[config.mk]
export PLATFORM = sky130hd
export DESIGN_NAME = contador_updown_mod
export DESIGN_NICKNAME = d
export VERILOG_FILES = /design/src/rtl/contador_updown_mod_pkg.sv /design/src/rtl/contador_updown_mod_boton_pulso.sv /design/src/rtl/contador_updown_mod.sv
export SDC_FILE = /design/constraint.sdc
export NUM_CORES = 1
export LEC_CHECK = 0
export BUFFER_PORTS_ARGS = -buffer_cell sky130_fd_sc_hd__buf_2
export CAP_MARGIN = 10
export CORE_MARGIN = 10
export CORE_UTILIZATION = 45
export CTS_CLUSTER_DIAMETER = 80
export DETAILED_ROUTE_END_ITERATION = 16
export GPL_TIMING_DRIVEN = 0
export PLACE_DENSITY = 0.72
export SLEW_MARGIN = 10
export SYNTH_ARGS = -nofsm -noshare
export SYNTH_HDL_FRONTEND = slang
export SYNTH_HIERARCHICAL = 1
export SYNTH_SLANG_ARGS = --single-unit
[constraint.sdc]
create_clock -name clk -period 3.3 [get_ports clk]
set_input_delay 0.66 -clock clk [delete_from_list [all_inputs] [get_ports clk]]
set_output_delay 0.66 -clock clk [all_outputs]
set_load 0.05 [all_outputs]
[src/rtl/contador_updown_mod_pkg.sv]
// Shared definitions for the push-button up/down counter: default parameter
// values, the priority-mux selector type and a ceil(log2) helper used to size
// the debounce stable counters.
package contador_updown_mod_pkg;

    localparam int DEF_WIDTH           = 4;
    localparam int DEF_MODULO          = 10;
    localparam int DEF_DEBOUNCE_CYCLES = 4;
    localparam int DEF_INIT            = 0;

    // Which action the counter takes this cycle, in priority order.
    typedef enum logic [2:0] {
        SEL_HOLD,
        SEL_LOAD,
        SEL_CANCEL,
        SEL_UP,
        SEL_DOWN
    } step_sel_e;

    // Smallest r such that 2**r >= value.
    function automatic int clog2(input int value);
        int result;
        result = 0;
        while ((1 << result) < value) begin
            result = result + 1;
        end
        return result;
    endfunction

endpackage

[src/rtl/contador_updown_mod_boton_pulso.sv]
// One raw push-button: two-flop synchroniser, counting debouncer and
// rising-edge detector. One accepted press gives exactly one btn_pulse.
module boton_pulso
    import contador_updown_mod_pkg::*;
#(
    parameter int DEBOUNCE_CYCLES = DEF_DEBOUNCE_CYCLES
) (
    input  logic clk,
    input  logic rst,
    input  logic btn_raw,
    output logic btn_level,
    output logic btn_pulse
);

    // The stable counter must be able to hold DEBOUNCE_CYCLES itself.
    localparam int CNT_W_RAW = clog2(DEBOUNCE_CYCLES + 1);
    localparam int CNT_W     = (CNT_W_RAW < 1) ? 1 : CNT_W_RAW;
    localparam logic [CNT_W-1:0] CNT_TARGET = CNT_W'(DEBOUNCE_CYCLES);

    logic             r_sync1;
    logic             r_sync2;
    logic             r_level;
    logic             r_level_q;
    logic [CNT_W-1:0] r_stable_cnt;

    // Bring the asynchronous button into the clk domain.
    always_ff @(posedge clk or negedge rst) begin
        if (!rst) begin
            r_sync1 <= 1'b0;
            r_sync2 <= 1'b0;
        end else begin
            r_sync1 <= btn_raw;
            r_sync2 <= r_sync1;
        end
    end

    // Accept a new level only after DEBOUNCE_CYCLES differing samples in a row.
    always_ff @(posedge clk or negedge rst) begin
        if (!rst) begin
            r_level      <= 1'b0;
            r_stable_cnt <= '0;
        end else if (r_sync2 == r_level) begin
            r_stable_cnt <= '0;
        end else if (r_stable_cnt == CNT_TARGET) begin
            r_level      <= r_sync2;
            r_stable_cnt <= '0;
        end else begin
            r_stable_cnt <= r_stable_cnt + 1'b1;
        end
    end

    // Delayed copy of the debounced level for rising-edge detection.
    always_ff @(posedge clk or negedge rst) begin
        if (!rst) begin
            r_level_q <= 1'b0;
        end else begin
            r_level_q <= r_level;
        end
    end

    assign btn_level = r_level;
    assign btn_pulse = r_level & ~r_level_q;

endmodule

[src/rtl/contador_updown_mod.sv]
// WIDTH-bit modulo-MODULO up/down counter driven by raw up/down buttons,
// with synchronous saturating load and one-cycle wrap flags.
module contador_updown_mod
    import contador_updown_mod_pkg::*;
#(
    parameter int WIDTH           = DEF_WIDTH,
    parameter int MODULO          = DEF_MODULO,
    parameter int DEBOUNCE_CYCLES = DEF_DEBOUNCE_CYCLES,
    parameter int INIT            = DEF_INIT
) (
    input  logic             clk,
    input  logic             rst,
    input  logic             up,
    input  logic             down,
    input  logic             load,
    input  logic [WIDTH-1:0] load_val,
    output logic [WIDTH-1:0] count,
    output logic             wrap_up,
    output logic             wrap_down
);

    // Top value kept one bit wider so MODULO == 2**WIDTH still compares correctly.
    localparam logic [WIDTH:0]   LP_MAX_EXT = (WIDTH + 1)'(MODULO - 1);
    localparam logic [WIDTH-1:0] LP_MAX     = LP_MAX_EXT[WIDTH-1:0];
    localparam logic [WIDTH-1:0] LP_INIT    = WIDTH'(INIT);

    logic [1:0]       w_btn_raw;
    logic [1:0]       w_btn_level;
    logic [1:0]       w_btn_pulse;
    logic             w_up_step;
    logic             w_down_step;
    logic             w_unused_levels;
    step_sel_e        w_sel;
    logic [WIDTH-1:0] w_count_next;
    logic             w_wrap_up_next;
    logic             w_wrap_down_next;
    logic [WIDTH-1:0] r_count;
    logic             r_wrap_up;
    logic             r_wrap_down;

    // Index 0 is the up button, index 1 the down button.
    assign w_btn_raw = {down, up};

    genvar gi;
    generate
        for (gi = 0; gi < 2; gi++) begin : g_btn
            boton_pulso #(
                .DEBOUNCE_CYCLES(DEBOUNCE_CYCLES)
            ) u_boton (
                .clk      (clk),
                .rst      (rst),
                .btn_raw  (w_btn_raw[gi]),
                .btn_level(w_btn_level[gi]),
                .btn_pulse(w_btn_pulse[gi])
            );
        end
    endgenerate

    assign w_up_step       = w_btn_pulse[0];
    assign w_down_step     = w_btn_pulse[1];
    // Debounced levels are not needed by the counter itself.
    assign w_unused_levels = &w_btn_level;

    // Priority: load, then simultaneous steps cancel, then up, then down.
    always_comb begin
        w_sel = SEL_HOLD;
        if (load) begin
            w_sel = SEL_LOAD;
        end else if (w_up_step && w_down_step) begin
            w_sel = SEL_CANCEL;
        end else if (w_up_step) begin
            w_sel = SEL_UP;
        end else if (w_down_step) begin
            w_sel = SEL_DOWN;
        end
    end

    // Modulo next-count and wrap flags for the selected action.
    always_comb begin
        w_count_next     = r_count;
        w_wrap_up_next   = 1'b0;
        w_wrap_down_next = 1'b0;
        case (w_sel)
            SEL_LOAD: begin
                w_count_next = ({1'b0, load_val} <= LP_MAX_EXT) ? load_val : LP_MAX;
            end
            SEL_UP: begin
                if ({1'b0, r_count} == LP_MAX_EXT) begin
                    w_count_next   = '0;
                    w_wrap_up_next = 1'b1;
                end else begin
                    w_count_next = r_count + 1'b1;
                end
            end
            SEL_DOWN: begin
                if (r_count == '0) begin
                    w_count_next     = LP_MAX;
                    w_wrap_down_next = 1'b1;
                end else begin
                    w_count_next = r_count - 1'b1;
                end
            end
            default: begin
            end
        endcase
    end

    // Count and wrap flags registered together so a flag lines up with its wrapped value.
    always_ff @(posedge clk or negedge rst) begin
        if (!rst) begin
            r_count     <= LP_INIT;
            r_wrap_up   <= 1'b0;
            r_wrap_down <= 1'b0;
        end else begin
            r_count     <= w_count_next;
            r_wrap_up   <= w_wrap_up_next;
            r_wrap_down <= w_wrap_down_next;
        end
    end

    assign count     = r_count;
    assign wrap_up   = r_wrap_up;
    assign wrap_down = r_wrap_down;

endmodule

==> metrics.md <==
| Metric | Value |
|---|---|
| Main combinational cell family by area after synthesis | simple AND/OR/NAND/NOR gates |
| CP startpoint kind | flip-flop |
| Met3 usage | 0.0277 |
| Top post-synthesis cells by area | dfrtp_1 48%, ha_1 9.5%, inv_1 3.2% |
| Sequential area share after synthesis | 0.475 |
| Simple-Gate Fraction of Synth Area | 0.196 |
| IO buf count | 13 |
| Global-route wire length before repair | 3.21 mm |
| Largest net degree at the start of global routing | 21 |
| Post-synth ARST share | 1.00 |
| Critical path endpoint category | primary output |
| Tot Pwr | 0.00102 W |
| Post-synth EDFFs | 0 |
| CP delay by family, top | flip-flops |
| Synth Area in Adders | 0.0950 |
| Fin crit share | 0.552 |
| Vias per inst | 5.32 |
| Fmax | 0.549 GHz |
| Area of the multi-input gates | 512 µm² |
| FP Rows | 17 |
| # DRC | 0 |
| Number of diodes | 0 |
| Slowest stage cell, crit path | dfrtp_1 |
| Status | finished, final reports clean |
| Setup violators final | 0 |
| Non-Filler Instances | 140 |
| Top cells by count, synth | 20 x dfrtp_1, 9 x inv_1, 8 x ha_1, 5 x nand2_1 |
| Layout net count | 130 |
| Mux contribution to synthesized area | 0.0214 |
| Die W | 68.4 µm |
| Place WS | 1490 ps |
| # H-tree levels | 1 |
| Clock Sinks | 20 |
| Mapped Cells | 95 |
| Tmin final | 1820 ps |
| DRT Wirelength | 1.93 mm |
| PostCTS Resize Cnt | 0 |
| Cell-internal power | 0.000575 W |
| Global routing's busiest layer | met2 |
| GRT met2 Usage | 0.132 |
| Hold Crit Class | input port to asynchronous set/reset pin |
| Pwr dens | 854 nW/µm² |
| Clk_skew | 9.69 ps |
| Seq pwr share | 0.395 |
| Unrepaired setup endpoints after global routing | false |
| Data required, critical path | 2640 ps |
| FF+latch area | 500 µm² |
| Syn_nets | 112 |
| Root Buffer | clkbuf_4 |
| Drt wl/cell | 13.8 µm |
| Worst path buffer plus inverter count | 1 |
| Dpl cells | 136 |
| Max FO, Critical Path | 9 |
| Top-count cell post-synth | dfrtp_1 |
| Gate power share | 0.464 |
| I/O Pins | 15 |
| Slew Limit Fails | 0 |
| XOR/XNOR Fraction of Synth Area | 0.0249 |
| Peak per-stage delay on the critical path | 530 ps |
| CTS tree | yes |
| Iter 0 DRT Violations | 49 |
| Via count | 745 |
| Overall die area | 4680 µm² |
| Antenna violations before repair | 0 |
| Max-cap violation count | 0 |
| Setup TNS | 0 ps |
| Setup Buffers After CTS | 0 |
| Type of the worst setup path | flip-flop to primary output |
| Layout cell share with drive strength beyond 1 | 0.241 |
| Dominant cell type by area after synthesis | dfrtp_1 |
| Post-route ant nets | 0 |
| #FFs+latches synth | 20 |
| Max IR drop VDD | 0.446 mV |
| Area of the core | 2210 µm² |
| Met1 Track Usage GR | 0.116 |
| Vias in the first global route | 719 |
| CTS Buffer Depth | 2 |
| Mapped Area | 1050 µm² |
| Fillcell total | 210 |
| Hpwl dp | 1.50 mm |
| Hold_buf cts | 0 |
| Clock Power Share | 0.140 |
| NetSw | 0.000442 W |
| Grt ovf | 0 |
| CP arrival | 1160 ps |
| Normalized max-slew margin | 0.708 |
| Routability cong. | 0.891 |
| Synth Area in Compound Gates | 0.148 |
| Slew @ Worst Pin | 438 ps |
| Layout area overhead | 12.9% |
| Post-synth top area share | 0.475 |
| GRT Overall Usage | 0.0892 |
| Ys flop type | dfrtp_1 |
| Cell variety after synth | 37 |
| TritonCTS Buffers | 3 |
| Final hold violations | 0 |
| Drt pass-1 iters | 4 |
| Switching Share | 0.435 |
| Leakage | 0.551 nW |
| Ys Warns | 6 |
| Worst Slack Setup Final | 1480 ps |
| Initial Util | 0.476 |
| Crit-path cells | buf_2 |
| Syn Area/Cell | 11.1 µm² |
| Clk_lat worst skew | 300 ps |
| Clk slew on worst S/H paths | 120 ps |
| Die height | 68.4 µm |
path summary, 6_finish.rpt:
check,start,end,slack [ps],cells past startpoint
hold / removal,rst,count[2],280,1
max in group asynchronous,rst,g_btn[1].u_boton/r_stable_cnt[1],2710,1
setup / recovery,count[0],count[0],1480,1
setup reg to reg,g_btn[1].u_boton/btn_level,count[1],1530,5
min in group clk,g_btn[0].u_boton/r_sync1,g_btn[0].u_boton/r_sync2,360,0
hold reg to reg,g_btn[0].u_boton/r_sync1,g_btn[0].u_boton/r_sync2,360,0
routing by layer:
metal  share of wire  vias up
li1                -      373
met1            0.48      353
met2            0.45       15
met3           0.058        4
met4          0.0099        0
met5               0        -
through the flow:
stage,utilization,hold slack [ps],cell area [µm²]
after floorplan,-,331,1050
after global placement,0.521,336,1150
after detailed placement,0.521,336,1150
after CTS,0.538,294,1190
after global routing,0.538,302,1190
final,0.538,279,1190
layout make-up:
cell class,instances,share of cell area
flip-flops and latches,20,0.421
well taps,28,0.0294
multi-input cells,65,0.430
repair buffers,13,0.0547
clock buffers,4,0.0305
inverters,9,0.0284
plain buffers,1,0.00631
worst reg2reg max path, delay by kind of cell (launching register included):
family	cells	cell delay (ps)
DFF	1	420
AOI/OAI and AO/OA	2	330
and+or+nand+nor	3	940
state kept, by name (all words and copies together), names as in the netlist:
name                        count
wrap_up                         1
g_btn.u_boton/r_sync2           2
g_btn.u_boton/r_stable_cnt      6
count                           4
g_btn.u_boton/btn_level         2
wrap_down                       1
g_btn.u_boton/r_level_q         2
g_btn.u_boton/r_sync1           2
cell families (layout without fill, tap and decap cells):
logic type / after synthesis / count (layout)
simple gates: 31 / 31
compound gates: 21 / 21
flops: 20 / 20
buf+inv: 10 / 27
fa+ha+maj: 8 / 8
xor+xnor: 3 / 3
mux: 2 / 2
power by group through the flow:
stage	Combinational (W)	Sequential, W	Clock [W]
2_1_floorplan	0.000292	0.000476	0
3_3_place_gp	0.000468	0.000402	0
3_5_place_dp	0.000474	0.000407	0
4_1_cts	0.000477	0.000401	0.000147
5_1_grt	0.000525	0.000413	0.000156
6_report	0.000472	0.000402	0.000143
cell usage in the layout (no fill, tap or decap), types with 2 or more instances in the layout:
cell type and instances:
a211oi_1 2, nor2b_1 4, dfrtp_1 20, xnor2_1 3, o21ai_0 3, mux2_2 2, nor3b_1 2, inv_1 9
buf_2 13, nor2_1 4, nand2_1 5, nand2b_1 2, or3b_1 2, a21oi_1 3, ha_1 8, nor3_1 2
nand3_1 2, nor3b_2 2, clkbuf_4 3
(Power assumes the default switching activity.)
